## config.mk

```make
export PLATFORM = sky130hd
export DESIGN_NAME = fetch_ctrl
export DESIGN_NICKNAME = d
export VERILOG_FILES = /design/src/rtl/fetch_ctrl_pkg.sv /design/src/rtl/fetch_hold_reg.sv /design/src/rtl/fetch_ctrl.sv
export SDC_FILE = /design/constraint.sdc
export NUM_CORES = 1
export LEC_CHECK = 0
export BUFFER_PORTS_ARGS = -buffer_cell sky130_fd_sc_hd__buf_4
export CAP_MARGIN = 5
export CORE_ASPECT_RATIO = 0.8
export CORE_MARGIN = 10
export CORE_UTILIZATION = 49
export CTS_CLUSTER_SIZE = 28
export DETAILED_ROUTE_END_ITERATION = 8
export GPL_TIMING_DRIVEN = 0
export PLACE_DENSITY = 0.8
export SYNTH_ARGS = -nofsm -noshare
export SYNTH_HDL_FRONTEND = slang
export SYNTH_SLANG_ARGS = --single-unit
```

## constraint.sdc

```tcl
create_clock -name clk -period 2.9 [get_ports clk]
set_clock_uncertainty 0.15 [all_clocks]
set_input_delay 0.435 -clock clk [delete_from_list [all_inputs] [get_ports clk]]
set_output_delay 0.435 -clock clk [all_outputs]
set_load 0.1 [all_outputs]
```

## src/rtl/fetch_ctrl_pkg.sv

```systemverilog
// Shared definitions for the instruction fetch controller: state encodings,
// reset PC default and the NOP word presented after reset.
package fetch_ctrl_pkg;

    typedef enum logic [2:0] {
        ST_FETCH = 3'd0,
        ST_WAIT  = 3'd1,
        ST_HOLD  = 3'd2,
        ST_DRAIN = 3'd3,
        ST_HALT  = 3'd4
    } fetch_state_e;

    localparam logic [31:0] FETCH_RESET_PC = 32'h0000_0000;
    localparam logic [31:0] NOP_INSTR      = 32'h0000_0013;

    function automatic logic [31:0] pc_next_seq(input logic [31:0] pc);
        return pc + 32'd4;
    endfunction

endpackage

```

## src/rtl/fetch_hold_reg.sv

```systemverilog
// IF/ID output register: loads a fetched word with its PC, holds it while
// stalled, and clears only the valid flag when the word is consumed or killed.
module fetch_hold_reg
    import fetch_ctrl_pkg::*;
(
    input  logic        clk,
    input  logic        rst,
    input  logic        load,
    input  logic        clear,
    input  logic [31:0] ld_pc,
    input  logic [31:0] ld_instr,
    output logic        if_valid,
    output logic [31:0] if_pc,
    output logic [31:0] if_instr
);

    // Presented instruction register with load > clear > hold priority
    always_ff @(posedge clk) begin
        if (rst) begin
            if_valid <= 1'b0;
            if_pc    <= 32'h0000_0000;
            if_instr <= NOP_INSTR;
        end else if (load) begin
            if_valid <= 1'b1;
            if_pc    <= ld_pc;
            if_instr <= ld_instr;
        end else if (clear) begin
            if_valid <= 1'b0;
        end
    end

endmodule

```

## src/rtl/fetch_ctrl.sv

```systemverilog
// Single-outstanding instruction fetch controller with EX redirect handling.
// Build option FETCH_MISALIGN_TRAP_EN: misaligned redirects trap and halt fetch.
module fetch_ctrl
    import fetch_ctrl_pkg::*;
#(
    parameter logic [31:0] RESET_PC = FETCH_RESET_PC
) (
    input  logic        clk,
    input  logic        rst,
    input  logic        stall,
    input  logic        redir_valid,
    input  logic [31:0] redir_target,
    output logic        imem_req,
    output logic [31:0] imem_addr,
    input  logic        imem_gnt,
    input  logic        imem_rvalid,
    input  logic [31:0] imem_rdata,
    output logic        if_valid,
    output logic [31:0] if_pc,
    output logic [31:0] if_instr,
    output logic        flush_ifid,
    output logic        flush_idex,
    output logic        misalign_trap
);

    fetch_state_e state_r, state_nxt_s;
    logic [31:0]  pc_r, pc_nxt_s;
    logic [31:0]  target_s;
    logic         misalign_s;
    logic         load_s, clear_s;

`ifdef FETCH_MISALIGN_TRAP_EN
    assign target_s   = redir_target;
    assign misalign_s = (redir_target[1:0] != 2'b00);
`else
    assign target_s   = redir_target & 32'hFFFF_FFFC;
    assign misalign_s = 1'b0;
`endif

    // State and PC register
    always_ff @(posedge clk) begin
        if (rst) begin
            state_r <= ST_FETCH;
            pc_r    <= RESET_PC;
        end else begin
            state_r <= state_nxt_s;
            pc_r    <= pc_nxt_s;
        end
    end

    // Next-state, next-PC and output-register control
    always_comb begin
        state_nxt_s = state_r;
        pc_nxt_s    = pc_r;
        load_s      = 1'b0;
        clear_s     = 1'b0;
        if (redir_valid) begin
            clear_s = 1'b1;
            if (state_r == ST_HALT) begin
                state_nxt_s = ST_HALT;
            end else if (misalign_s) begin
                state_nxt_s = ST_HALT;
            end else begin
                pc_nxt_s = target_s;
                // A request already in flight must have its response drained
                case (state_r)
                    ST_FETCH:         state_nxt_s = imem_gnt ? ST_DRAIN : ST_FETCH;
                    ST_WAIT, ST_DRAIN: state_nxt_s = imem_rvalid ? ST_FETCH : ST_DRAIN;
                    default:          state_nxt_s = ST_FETCH;
                endcase
            end
        end else begin
            case (state_r)
                ST_FETCH: begin
                    if (imem_gnt) state_nxt_s = ST_WAIT;
                    else          state_nxt_s = ST_FETCH;
                end
                ST_WAIT: begin
                    if (imem_rvalid) begin
                        state_nxt_s = ST_HOLD;
                        load_s      = 1'b1;
                    end else begin
                        state_nxt_s = ST_WAIT;
                    end
                end
                ST_HOLD: begin
                    if (!stall) begin
                        state_nxt_s = ST_FETCH;
                        pc_nxt_s    = pc_next_seq(pc_r);
                        clear_s     = 1'b1;
                    end else begin
                        state_nxt_s = ST_HOLD;
                    end
                end
                ST_DRAIN: begin
                    if (imem_rvalid) state_nxt_s = ST_FETCH;
                    else             state_nxt_s = ST_DRAIN;
                end
                ST_HALT:  state_nxt_s = ST_HALT;
                default:  state_nxt_s = ST_FETCH;
            endcase
        end
    end

    // Memory request and same-cycle flush/trap outputs
    always_comb begin
        imem_req      = (state_r == ST_FETCH);
        imem_addr     = pc_r;
        flush_ifid    = redir_valid & ~rst;
        flush_idex    = redir_valid & ~rst;
        misalign_trap = redir_valid & misalign_s & ~rst & (state_r != ST_HALT);
    end

    fetch_hold_reg u_hold (
        .clk      (clk),
        .rst      (rst),
        .load     (load_s),
        .clear    (clear_s),
        .ld_pc    (pc_r),
        .ld_instr (imem_rdata),
        .if_valid (if_valid),
        .if_pc    (if_pc),
        .if_instr (if_instr)
    );

endmodule

```

==> results.py <==
metrics = {
    "outcome": {
        "outcome": "complete, no violations",
    },
    "setup_path": {
        "setup.worst_path.class": "reg -> reg",
        "critical_path.max_fanout": 8,
        "path_delay_family": "simple AND/OR/NAND/NOR gates",
        "timing.reg2reg.worst_path_depth": 6,
        "worst_path_max_delay_cell": "sky130_fd_sc_hd__nor4_2",
        "cp_slowest_stage_delay_ps": 810,
        "worst-r2r-setup-slack_ps": 260,
        "r2r_end": "imem_addr[30]",
        "arrival_ps": 2740,
        "reg2reg_from": "imem_addr[3]",
        "critical_path.endpoint_type": "flip-flop",
        "critPathCapture": "imem_addr[30]",
        "path_buf_inv": 0,
        "timing.critical_path.from_type": "flip-flop",
        "cp_data_required_time_ps": 3000,
        "ordered_list_of_cells_on_the_worst_path": "ha_1 -> nand3_1 -> nor4_2 -> nand3_1 -> o211ai_1 -> o211ai_1",
        "worstSetupStartpoint": "imem_addr[3]",
        "worst-path-stages": 6,
    },
    "global_route": {
        "antenna_violations_before_repair": 0,
        "globalRouteMet1Util_pct": 29.5,
        "grt_start_max_net_pins": 18,
        "globalRoute.busiestLayer": "met2",
        "use_met3_pct": 6.88,
        "grt_pass1_vias": 4630,
        "grt.total_usage_pct": 22.5,
        "gr-usage-met2_pct": 35.4,
        "grt_pass1_wl_mm": 24.6,
        "global_route.overflow_total": 0,
    },
    "power": {
        "p_int_mw": 1.91,
        "power.sequential.fraction_pct": 46.8,
        "combinationalPowerShare_pct": 25.4,
        "max-vdd-ir-drop_uv": 296,
        "powerDensity_nw_per_um2": 517,
        "p_switching_mw": 1.14,
        "part_of_the_power_in_the_clock_network_pct": 27.7,
        "power.static_leakage_nw": 2.38,
        "p_sw_share_pct": 37.2,
    },
    "sta": {
        "final.setup.worst_slack_ps": 258,
        "setup-tns-final_ps": 0,
        "post-route-period-util_pct": 91.1,
        "timing_hold_violations_final": 0,
        "setup_violating_endpoint_count_in_the_final_report": 0,
        "maxClockFrequency_mhz": 379,
        "final_period_minus_worst_setup_slack_ps": 2640,
        "drv_slew": 0,
        "worst_pin_slew_ps": 900,
        "timing.max_slew.rel_slack_pct": 39.8,
        "grt_setup_unrepaired": "false",
    },
    "drt": {
        "dr.first_iter.drc_count": 466,
        "remaining_drc_errors": 0,
        "first_pass_iteration_count_of_the_detailed_router": 6,
        "routed_via_density": 5.71,
        "postRouteAntennaNets": 0,
        "num_vias": 5000,
        "drt-total-wl_mm": 15.7,
        "wire_per_inst_um": 18.0,
    },
    "clocking": {
        "cts.path.max_buffers": 2,
        "clock_latency_ps": 360,
        "post-cts-setup-buffer-count": 0,
        "cts_tree": "built",
        "clkSlewWorstSetupHoldPaths_ps": 100,
        "cts_made_buffers": 9,
        "htreeDepth": 3,
        "post_cts_resize_count": 0,
        "ctsHoldBuffers": 0,
        "buffer_type_at_the_clock_tree_root": "sky130_fd_sc_hd__clkbuf_8",
        "numClockSinks": 96,
    },
    "synth": {
        "dominant_combinational_cell_family_by_area_after_synthesis": "simple AND/OR/NAND/NOR gates",
        "synth_top_area_share_pct": 44.3,
        "post_synth_inst_count": 581,
        "synth_edf_count": 0,
        "complex_gate_fraction_of_the_synthesized_area_pct": 20.7,
        "yosysTopAreaCell": "sky130_fd_sc_hd__dfxtp_1",
        "synthSimpleGateAreaFrac_pct": 26.9,
        "ys.flop_type": "sky130_fd_sc_hd__dfxtp_1",
        "post_synth_fa_ha_maj_area_fraction_pct": 0.288,
        "ys.warnings.count": 0,
        "netlist_area_um2": 4340,
        "yosys.cell_types.count": 53,
        "synth_seq_area_share_pct": 44.3,
        "synthXorXnorAreaFrac_pct": 0.202,
        "ys_async_sr_fraction_pct": 0,
        "syn_area_per_cell_um2": 7.47,
        "yosys-mux-area-fraction_pct": 1.90,
        "postSynthRegisterBits": 96,
        "main_area_contributors_after_synthesis": "sky130_fd_sc_hd__dfxtp_1 44%, sky130_fd_sc_hd__nand2_1 14%, sky130_fd_sc_hd__a21oi_1 9.2%",
    },
    "placement": {
        "detailedPlace.worstSlack_ps": 325,
        "post-dp-hpwl_mm": 12.0,
        "finalWeightedCongestion": 0.953,
        "dp_cells": 859,
        "numPortBuffers": 162,
    },
    "hold_path": {
        "worst_hold_path.num_cells": 3,
        "min-delay-path-class": "in -> reg",
    },
    "floorplanning": {
        "ioPinCount": 171,
        "placement_rows": 30,
        "floorplan.core_area_um2": 8560,
        "die_height_um": 104,
        "floorplan.die.width_um": 125,
        "total_die_area_um2": 13000,
        "start_util_pct": 50.7,
    },
    "finish": {
        "finalNetCount": 829,
        "layout.cells.most_common_list": "170 x sky130_fd_sc_hd__buf_4, 160 x sky130_fd_sc_hd__nand2_1, 96 x sky130_fd_sc_hd__dfxtp_1, 80 x sky130_fd_sc_hd__a21oi_1, 38 x sky130_fd_sc_hd__nor2_1",
        "most_common_cell_after_layout_fill_and_taps_aside": "sky130_fd_sc_hd__buf_4",
        "antenna-diode-count": 0,
        "layout_overhead_on_the_synthesized_area_pct": 36.1,
        "finish.utilization_pct": 69.0,
        "drive_gt1_share_pct": 26.0,
        "post_layout_nonfiller_instances": 875,
    },
    "run": {
        "drv.max_cap_violation_count": 0,
    },
}
[cell usage after synthesis (3+ instances only)]
cell and number:
sky130_fd_sc_hd__a21oi_1 80, sky130_fd_sc_hd__a22oi_1 7, sky130_fd_sc_hd__a31oi_1 6, sky130_fd_sc_hd__and3_1 6, sky130_fd_sc_hd__buf_4 8, sky130_fd_sc_hd__clkbuf_1 33
sky130_fd_sc_hd__dfxtp_1 96, sky130_fd_sc_hd__inv_1 4, sky130_fd_sc_hd__mux2i_1 6, sky130_fd_sc_hd__nand2_1 160, sky130_fd_sc_hd__nand3_1 21, sky130_fd_sc_hd__nand4_1 15
sky130_fd_sc_hd__nor2_1 39, sky130_fd_sc_hd__nor3_1 11, sky130_fd_sc_hd__nor4_1 4, sky130_fd_sc_hd__o211ai_1 6, sky130_fd_sc_hd__o21ai_0 23, sky130_fd_sc_hd__o22ai_1 5
sky130_fd_sc_hd__o31ai_1 3, sky130_fd_sc_hd__or3_1 5
[layout make-up]
cell class / instances / area, µm²
Buffer: 47 / 225
Clock buffer: 10 / 138
Clock inverter: 6 / 48.8
Fill cell: 727 / 2660
Inverter: 5 / 18.8
Multi-Input combinational cell: 437 / 2190
Sequential cell: 96 / 1920
Tap cell: 112 / 140
Timing Repair Buffer: 162 / 1220
[metrics by stage]
step	area (µm²)	power (mW)	hold slack, ps
finish	5900	3.05	129
global route	5900	3.16	125
CTS	5900	3.05	122
detailed placement	5720	2.22	297
global placement	5720	2.21	292
floorplan	4360	1.99	366
[worst register-to-register path: stages, from the launching register on]
cell and delay [ps]:
sky130_fd_sc_hd__dfxtp_1 480, sky130_fd_sc_hd__ha_1 280, sky130_fd_sc_hd__nand3_1 230, sky130_fd_sc_hd__nor4_2 810
sky130_fd_sc_hd__nand3_1 250, sky130_fd_sc_hd__o211ai_1 230, sky130_fd_sc_hd__o211ai_1 110
[power groups by stage]
stage	Combinational (mW)	Clock [mW]	Sequential (mW)
4_1_cts	0.770	0.858	1.42
2_1_floorplan	0.249	0	1.75
6_report	0.776	0.846	1.43
3_5_place_dp	0.768	0	1.46
5_1_grt	0.809	0.919	1.43
3_3_place_gp	0.758	0	1.45
[sequential cells by signal, summed over array words and instances (netlist names)]
register and count:
u_hold.if_pc 30, u_hold.if_instr 32, imem_addr 30, u_hold.if_valid 1, state_r 3
[cell families (layout without fill, tap and decap cells)]
| logic type | count (synthesis) | in the layout |
|---|---|---|
| DFF | 96 | 96 |
| buffers and inverters | 52 | 230 |
| xor gates and xnor gates | 1 | 1 |
| AOI/OAI and AO/OA | 152 | 152 |
| adders and majority gates | 1 | 1 |
| and+or+nand+nor | 270 | 270 |
| other | 1 | 5 |
| muxes | 8 | 8 |
[layer usage]
layer / wire (µm) / share of wire [%] / vias to the layer above
li1: - / - / 2365
met1: 6600 / 42 / 2303
met2: 7240 / 46 / 312
met3: 1680 / 11 / 20
met4: 222 / 1.4 / 0
met5: 0 / 0 / -
[how the worst min path moves through the flow]
| stage | endpoint | start |
|---|---|---|
| finish | u_hold.if_instr[0] | imem_rdata[0] |
| global route | u_hold.if_instr[0] | imem_rdata[0] |
| CTS | u_hold.if_instr[1] | imem_rdata[1] |
| detailed placement | u_hold.if_pc[15] | u_hold.if_pc[15] |
| global placement | u_hold.if_instr[6] | u_hold.if_instr[6] |
| floorplan | state_r[0] | state_r[2] |
Power figures use the tool's default switching activity.
